## src/rtl/matrix_dma_bridge_if.sv

```systemverilog
// Bus bundle for matrix_dma_bridge: the accelerator's single-word DMA
// req/ack port and the Wishbone classic master port.
// The master modport is the bridge's view; the slave modport is the
// environment's view (accelerator plus system memory).
interface matrix_dma_bridge_if #(
    parameter int AW = 32,
    parameter int DW = 32
);
    logic          dma_req;
    logic [AW-1:0] dma_addr;
    logic          dma_we;
    logic [DW-1:0] dma_wdata;
    logic [DW-1:0] dma_rdata;
    logic          dma_ack;

    logic [AW-1:0] wbm_adr_o;
    logic [DW-1:0] wbm_dat_o;
    logic [DW-1:0] wbm_dat_i;
    logic          wbm_we_o;
    logic [3:0]    wbm_sel_o;
    logic          wbm_cyc_o;
    logic          wbm_stb_o;
    logic          wbm_ack_i;
    logic          wbm_err_i;

    modport master (
        input  dma_req, dma_addr, dma_we, dma_wdata,
        output dma_rdata, dma_ack,
        output wbm_adr_o, wbm_dat_o, wbm_we_o, wbm_sel_o, wbm_cyc_o, wbm_stb_o,
        input  wbm_dat_i, wbm_ack_i, wbm_err_i
    );

    modport slave (
        output dma_req, dma_addr, dma_we, dma_wdata,
        input  dma_rdata, dma_ack,
        input  wbm_adr_o, wbm_dat_o, wbm_we_o, wbm_sel_o, wbm_cyc_o, wbm_stb_o,
        output wbm_dat_i, wbm_ack_i, wbm_err_i
    );
endinterface

```

## src/rtl/matrix_dma_bridge.sv

```systemverilog
// matrix_dma_bridge: turns each single-word DMA request from the matrix
// accelerator into one Wishbone classic master cycle, returns read data or
// write completion on a one-cycle dma_ack, and records bus errors, timeouts
// and misaligned addresses in a sticky error flag.
// Optional feature macro: DMA_BRIDGE_STATS_EN adds rd_count/wr_count outputs
// counting completed non-error reads and writes.
module matrix_dma_bridge #(
    parameter int AW             = 32,
    parameter int DW             = 32,
    parameter int TIMEOUT_CYCLES = 256
) (
    input  logic                clk,
    input  logic                reset,
    matrix_dma_bridge_if.master bus,
    output logic                busy,
    output logic                err,
    output logic [AW-1:0]       err_addr,
    input  logic                err_clr
`ifdef DMA_BRIDGE_STATS_EN
    ,
    output logic [15:0]         rd_count,
    output logic [15:0]         wr_count
`endif
);

    // Counter only needs to reach TIMEOUT_CYCLES-1.
    localparam int            CW       = (TIMEOUT_CYCLES > 2) ? $clog2(TIMEOUT_CYCLES) : 1;
    localparam logic [CW-1:0] CNT_LAST = CW'(TIMEOUT_CYCLES - 1);

    typedef enum logic [1:0] {
        IDLE = 2'd0,
        BUS  = 2'd1,
        RESP = 2'd2,
        HOLD = 2'd3
    } state_t;

    state_t        state_r;
    logic [CW-1:0] cyc_cnt_r;
    logic [AW-1:0] adr_r;
    logic [DW-1:0] dat_r;
    logic          we_r;
    logic          cyc_r;
    logic [3:0]    sel_r;
    logic [DW-1:0] rdata_r;
    logic          ack_r;
    logic          busy_r;
    logic          err_r;
    logic [AW-1:0] err_addr_r;
    logic          err_live_s;

    // Error flag as seen by this cycle's capture: a same-cycle clear lets a new error re-capture.
    always_comb begin
        err_live_s = 1'b0;
        if (err_clr) begin
            err_live_s = 1'b0;
        end else begin
            err_live_s = err_r;
        end
    end

    // Request sequencer: IDLE -> BUS -> RESP -> HOLD -> IDLE with all bus/DMA outputs registered.
    always_ff @(posedge clk) begin
        if (reset) begin
            state_r    <= IDLE;
            cyc_cnt_r  <= '0;
            adr_r      <= '0;
            dat_r      <= '0;
            we_r       <= 1'b0;
            cyc_r      <= 1'b0;
            sel_r      <= 4'h0;
            rdata_r    <= '0;
            ack_r      <= 1'b0;
            busy_r     <= 1'b0;
            err_r      <= 1'b0;
            err_addr_r <= '0;
        end else begin
            ack_r <= 1'b0;
            if (err_clr) begin
                err_r      <= 1'b0;
                err_addr_r <= '0;
            end
            case (state_r)
                IDLE: begin
                    if (bus.dma_req) begin
                        busy_r <= 1'b1;
                        if (bus.dma_addr[1:0] == 2'b00) begin
                            adr_r     <= bus.dma_addr;
                            dat_r     <= bus.dma_wdata;
                            we_r      <= bus.dma_we;
                            cyc_r     <= 1'b1;
                            sel_r     <= 4'hF;
                            cyc_cnt_r <= '0;
                            state_r   <= BUS;
                        end else begin
                            // Misaligned: never reaches the bus, completes as an error.
                            rdata_r <= '0;
                            err_r   <= 1'b1;
                            if (!err_live_s) begin
                                err_addr_r <= bus.dma_addr;
                            end
                            ack_r   <= 1'b1;
                            state_r <= RESP;
                        end
                    end
                end
                BUS: begin
                    // Slave error beats a simultaneous ack; a real ack beats the timeout.
                    if (bus.wbm_err_i || (!bus.wbm_ack_i && (cyc_cnt_r == CNT_LAST))) begin
                        cyc_r   <= 1'b0;
                        sel_r   <= 4'h0;
                        rdata_r <= '0;
                        err_r   <= 1'b1;
                        if (!err_live_s) begin
                            err_addr_r <= adr_r;
                        end
                        ack_r   <= 1'b1;
                        state_r <= RESP;
                    end else if (bus.wbm_ack_i) begin
                        cyc_r <= 1'b0;
                        sel_r <= 4'h0;
                        if (!we_r) begin
                            rdata_r <= bus.wbm_dat_i;
                        end
                        ack_r   <= 1'b1;
                        state_r <= RESP;
                    end else begin
                        cyc_cnt_r <= cyc_cnt_r + {{(CW-1){1'b0}}, 1'b1};
                    end
                end
                RESP: begin
                    state_r <= HOLD;
                end
                HOLD: begin
                    // Requester gets one cycle to drop or change dma_req.
                    busy_r  <= 1'b0;
                    state_r <= IDLE;
                end
                default: begin
                    cyc_r   <= 1'b0;
                    sel_r   <= 4'h0;
                    busy_r  <= 1'b0;
                    state_r <= IDLE;
                end
            endcase
        end
    end

    assign bus.wbm_adr_o = adr_r;
    assign bus.wbm_dat_o = dat_r;
    assign bus.wbm_we_o  = we_r;
    assign bus.wbm_sel_o = sel_r;
    assign bus.wbm_cyc_o = cyc_r;
    assign bus.wbm_stb_o = cyc_r;
    assign bus.dma_rdata = rdata_r;
    assign bus.dma_ack   = ack_r;
    assign busy          = busy_r;
    assign err           = err_r;
    assign err_addr      = err_addr_r;

`ifdef DMA_BRIDGE_STATS_EN
    logic        rd_done_s;
    logic        wr_done_s;
    logic [15:0] rd_count_r;
    logic [15:0] wr_count_r;

    // Successful completion strobes, asserted on the edge that enters RESP.
    always_comb begin
        rd_done_s = 1'b0;
        wr_done_s = 1'b0;
        if ((state_r == BUS) && bus.wbm_ack_i && !bus.wbm_err_i) begin
            rd_done_s = !we_r;
            wr_done_s = we_r;
        end else begin
            rd_done_s = 1'b0;
            wr_done_s = 1'b0;
        end
    end

    // Saturating completion counters, cleared together with the error flag.
    always_ff @(posedge clk) begin
        if (reset) begin
            rd_count_r <= 16'h0000;
            wr_count_r <= 16'h0000;
        end else if (err_clr) begin
            rd_count_r <= 16'h0000;
            wr_count_r <= 16'h0000;
        end else begin
            if (rd_done_s && (rd_count_r != 16'hFFFF)) begin
                rd_count_r <= rd_count_r + 16'h0001;
            end
            if (wr_done_s && (wr_count_r != 16'hFFFF)) begin
                wr_count_r <= wr_count_r + 16'h0001;
            end
        end
    end

    assign rd_count = rd_count_r;
    assign wr_count = wr_count_r;
`endif

endmodule
```

## src/flat_wrapper.sv

```systemverilog
// flat-port wrapper written by rule: the top's interface ports become plain ports
module matrix_dma_bridge_flat 
#(
    parameter int AW             = 32,
    parameter int DW             = 32,
    parameter int TIMEOUT_CYCLES = 256
)
  (clk, reset, busy, err, err_addr, err_clr, bus_dma_req, bus_dma_addr, bus_dma_we, bus_dma_wdata, bus_dma_rdata, bus_dma_ack, bus_wbm_adr_o, bus_wbm_dat_o, bus_wbm_we_o, bus_wbm_sel_o, bus_wbm_cyc_o, bus_wbm_stb_o, bus_wbm_dat_i, bus_wbm_ack_i, bus_wbm_err_i);
  matrix_dma_bridge_if #(.AW(AW), .DW(DW)) bus_i ();
  input  logic clk;
  input  logic reset;
  output logic busy;
  output logic err;
  output logic [AW-1:0] err_addr;
  input  logic err_clr;
  input wire logic [$bits(bus_i.dma_req)-1:0] bus_dma_req;
  input wire logic [$bits(bus_i.dma_addr)-1:0] bus_dma_addr;
  input wire logic [$bits(bus_i.dma_we)-1:0] bus_dma_we;
  input wire logic [$bits(bus_i.dma_wdata)-1:0] bus_dma_wdata;
  output wire logic [$bits(bus_i.dma_rdata)-1:0] bus_dma_rdata;
  output wire logic [$bits(bus_i.dma_ack)-1:0] bus_dma_ack;
  output wire logic [$bits(bus_i.wbm_adr_o)-1:0] bus_wbm_adr_o;
  output wire logic [$bits(bus_i.wbm_dat_o)-1:0] bus_wbm_dat_o;
  output wire logic [$bits(bus_i.wbm_we_o)-1:0] bus_wbm_we_o;
  output wire logic [$bits(bus_i.wbm_sel_o)-1:0] bus_wbm_sel_o;
  output wire logic [$bits(bus_i.wbm_cyc_o)-1:0] bus_wbm_cyc_o;
  output wire logic [$bits(bus_i.wbm_stb_o)-1:0] bus_wbm_stb_o;
  input wire logic [$bits(bus_i.wbm_dat_i)-1:0] bus_wbm_dat_i;
  input wire logic [$bits(bus_i.wbm_ack_i)-1:0] bus_wbm_ack_i;
  input wire logic [$bits(bus_i.wbm_err_i)-1:0] bus_wbm_err_i;
  assign bus_i.dma_req = bus_dma_req;
  assign bus_i.dma_addr = bus_dma_addr;
  assign bus_i.dma_we = bus_dma_we;
  assign bus_i.dma_wdata = bus_dma_wdata;
  assign bus_dma_rdata = bus_i.dma_rdata;
  assign bus_dma_ack = bus_i.dma_ack;
  assign bus_wbm_adr_o = bus_i.wbm_adr_o;
  assign bus_wbm_dat_o = bus_i.wbm_dat_o;
  assign bus_wbm_we_o = bus_i.wbm_we_o;
  assign bus_wbm_sel_o = bus_i.wbm_sel_o;
  assign bus_wbm_cyc_o = bus_i.wbm_cyc_o;
  assign bus_wbm_stb_o = bus_i.wbm_stb_o;
  assign bus_i.wbm_dat_i = bus_wbm_dat_i;
  assign bus_i.wbm_ack_i = bus_wbm_ack_i;
  assign bus_i.wbm_err_i = bus_wbm_err_i;
  matrix_dma_bridge #(.AW(AW), .DW(DW), .TIMEOUT_CYCLES(TIMEOUT_CYCLES)) u_core (.clk(clk), .reset(reset), .bus(bus_i), .busy(busy), .err(err), .err_addr(err_addr), .err_clr(err_clr));
endmodule
```

## config.mk

```make
export PLATFORM = sky130hd
export DESIGN_NAME = matrix_dma_bridge_flat
export DESIGN_NICKNAME = d
export VERILOG_FILES = /design/src/rtl/matrix_dma_bridge_if.sv /design/src/rtl/matrix_dma_bridge.sv /design/src/flat_wrapper.sv
export SDC_FILE = /design/constraint.sdc
export NUM_CORES = 1
export LEC_CHECK = 0
export BUFFER_PORTS_ARGS = -buffer_cell sky130_fd_sc_hd__buf_2
export CAP_MARGIN = 20
export CORE_MARGIN = 2
export CORE_UTILIZATION = 44
export DETAILED_ROUTE_END_ITERATION = 10
export PLACE_DENSITY = 0.75
export SLEW_MARGIN = 20
export SYNTH_ARGS = -nofsm -noshare
export SYNTH_HDL_FRONTEND = slang
export SYNTH_SLANG_ARGS = --single-unit
```

## constraint.sdc

```tcl
create_clock -name clk -period 2.3 [get_ports clk]
set_input_delay 0.115 -clock clk [delete_from_list [all_inputs] [get_ports clk]]
set_output_delay 0.115 -clock clk [all_outputs]
set_load 0.01 [all_outputs]
```

==> run metrics <==
outcome=finished clean; Max Cap Viol=0; clock sink count=143; Worst Reg-to-Reg Cells=7; Die X=117.0 µm; first-pass GRT wire length=26770 µm; initial antenna violation count=1; sequential share of the synthesized area=50.93%; Slowest-stage cell, CP=a222oi_1; syn_nets=766; Rows=41; CP arrival=2.39 ns; skew final=0.006828 ns; Syn Area/Cell=8.542 µm²; initial DRC count=582; Chip Height=117.0 µm; r2r setup slk=0.20 ns; Post-CTS Setup Inserts=0; Hold Startpoint=bus_dma_addr[1]; Hold WC Path Type=in -> reg; share of post-route cells with drive strength above 1=30.28%; nets=1079; final core occ=68.50%; post-route minimum period=2.102 ns; total CTS buffers=17; multi-input logic area=0.002500 mm²; drt drc=0; Hold Path Sink=u_core.err_addr[1]$_SDFF_PP0_; Worst setup SP type=flip-flop; WL per Instance=14.95 µm; GRT overflow=0; clk_lat worst skew=0.42 ns; Worst Path Buf+Inv=1; Fin Setup TNS=0 ns; Antenna Cells=0; fin crit share=91.39%; Max VDD drop=758.6 µV; final hold vios=0; RR Endpoint=u_core.err_addr[19]$_SDFF_PP0_; crit-path cells=ha_1 -> nand4_4 -> o311ai_4 -> a31oi_1 -> buf_4 -> a222oi_1 -> nor2_1; pin count of the biggest net entering global routing=81; Slew Limit Fails=0; DRT Pass-1 Iters=6; Synth async-reset ratio=0%; Initial Utilization=44.72%; crit path capture type=flip-flop; via count=5974; FMAX=475.7 MHz; full die area=0.01369 mm²; antenna viol nets, final=0; H-tree Lvls=4; Fillers=983; Hold Path Depth=3; Critical Path Stages=7; Detailed Route WL=17280 µm; WP data required=2.59 ns; flops & latches, synth=143; CP Class=reg -> reg; CTS clk-pin slew, worst paths=0.06 ns; clock buffer depth=2; placed insts=1029; Mapped Area=0.005620 mm²; DP HPWL=10480 µm; Power Total=7075 µW; CTS tree=done; EDFF count, synth=0; gp weighted congestion=0.8118; Worst Max-Slew Pin Slew=0.7209 ns; Synth Flop Type=dfxtp_1; Port Buffers=240; CORE AREA=0.01257 mm²; vias in the first global route=5556; Crit Path Max Fanout=11; IO Pins=241; Leakage=0.003889 µW; FF+latch area=0.002863 mm²; via/cell ratio=5.168; setup repair after global routing missed its margin=false; Final Setup Violations=0; Yosys cell types=48; worst r2r src=u_core.cyc_cnt_r[0]$_SDFFE_PP0P_; CP peak stage delay=0.38 ns; Power Density=821.8 mW/mm²; CTS root buffer=clkbuf_16; Critical Path Start=u_core.cyc_cnt_r[0]$_SDFFE_PP0P_; total track usage=24.75%; cell count after synthesis=658; relative slew slack=51.94%; Area Growth Syn to Fin=53.18%; Top Family by Delay on Critical Path=compound AO/OA/AOI/OAI gates; Cell Count, Final, Fillers Out=1156; synth warn=0
cells in the final DEF, fill, tap and decap left out, types with 7 or more instances in the layout:
master and instances:
bufinv_16 7, a222oi_1 11, clkbuf_16 17, buf_4 17, a22o_1 18, buf_2 239
nor2b_1 9, nand4_1 33, nand2_1 165, a21oi_1 103, nor2_1 20, dlygate4sd3_1 95
dfxtp_1 143, a21o_1 18
through the flow:
step / instance area [µm²] / setup WS (ns) / hold slack [ns]
floorplan: 5620 / 0.3780 / 0.2510
global placement: 6939 / 0.2586 / 0.3570
detailed placement: 6939 / 0.1449 / 0.3615
CTS: 8605 / 0.1107 / 0.05650
global route: 8610 / 0.0003508 / 0.09973
finish: 8610 / 0.1980 / 0.07620
worst max-delay path by stage:
stage	slack [ns]	end
after floorplan	0.38	u_core.err_addr[11]$_SDFF_PP0_
after global placement	0.26	u_core.err_addr[23]$_SDFF_PP0_
after detailed placement	0.14	u_core.err_addr[28]$_SDFF_PP0_
after CTS	0.11	u_core.err_addr[8]$_SDFF_PP0_
after global routing	0.0004	u_core.err_addr[21]$_SDFF_PP0_
final	0.20	u_core.err_addr[19]$_SDFF_PP0_
synth_stat cells (6+ instances only):
master	count	area [µm²]
a21o_1	18	135.1
a21oi_1	103	515.5
a222oi_1	11	110.1
a22o_1	18	157.7
buf_2	6	30.03
buf_4	6	45.04
clkbuf_1	40	150.1
dfxtp_1	143	2863
inv_1	6	22.52
nand2_1	165	619.3
nand3_1	6	30.03
nand4_1	33	206.5
nor2_1	20	75.07
nor2b_1	10	62.56
o21ai_0	6	30.03
state kept, by name, summed over array words and instances, names as in the netlist:
signal                count
u_core.bus.wbm_dat_o     32
u_core.err_addr          32
u_core.bus.wbm_we_o       1
u_core.cyc_cnt_r          8
u_core.bus.wbm_sel_o      1
u_core.bus.wbm_adr_o     32
u_core.bus.dma_rdata     32
u_core.busy               1
u_core.state_r            2
u_core.bus.dma_ack        1
u_core.err                1
routing by layer:
layer | track usage [%] | up-vias | share of wire (%)
met4 | 8.549 | 2 | 1.8
li1 | - | 2936 | -
met2 | 41.27 | 266 | 48
met3 | 8.754 | 32 | 8.6
met1 | 29.74 | 2738 | 42
met5 | 0 | - | 0.075
layout make-up:
cell class,count,area share [%]
inverters,6,0.2616
clock inverters,9,2.630
well taps,172,2.500
flip-flops and latches,143,33.25
multi-input cells,451,29.04
repair buffers,352,26.65
clock buffers,23,5.668
power by group:
| part | internal (µW) | switching (µW) |
|---|---|---|
| registers | 2600 | 74.3 |
| clock network | 2260 | 1020 |
| logic | 487 | 632 |
kinds of logic (layout without fill, tap and decap cells):
group | after synthesis | count (layout) | share of synthesized area [%]
adder cells (fa/ha/maj) | 5 | 5 | 1.113
buffers and inverters | 64 | 390 | 5.075
multiplexers | 1 | 1 | 0.2003
flip-flops | 143 | 143 | 50.94
XOR/XNOR | 2 | 2 | 0.3117
AND/OR/NAND/NOR | 259 | 259 | 21.26
AO/OA/AOI/OAI | 184 | 184 | 21.10
worst min-delay path, delay by kind of cell:
kind                   cells  cell delay (ns)
buffers and inverters      1             0.16
and+or+nand+nor            1             0.08
AOI/OAI and AO/OA          1             0.10
what timing repair did:
action,4_1_cts,5_1_grt
setup endpoints to repair,0,6
hold endpoints to repair,117,0
hold buffers,95,0
gates resized for setup,0,1
Power figures use the tool's default switching activity.
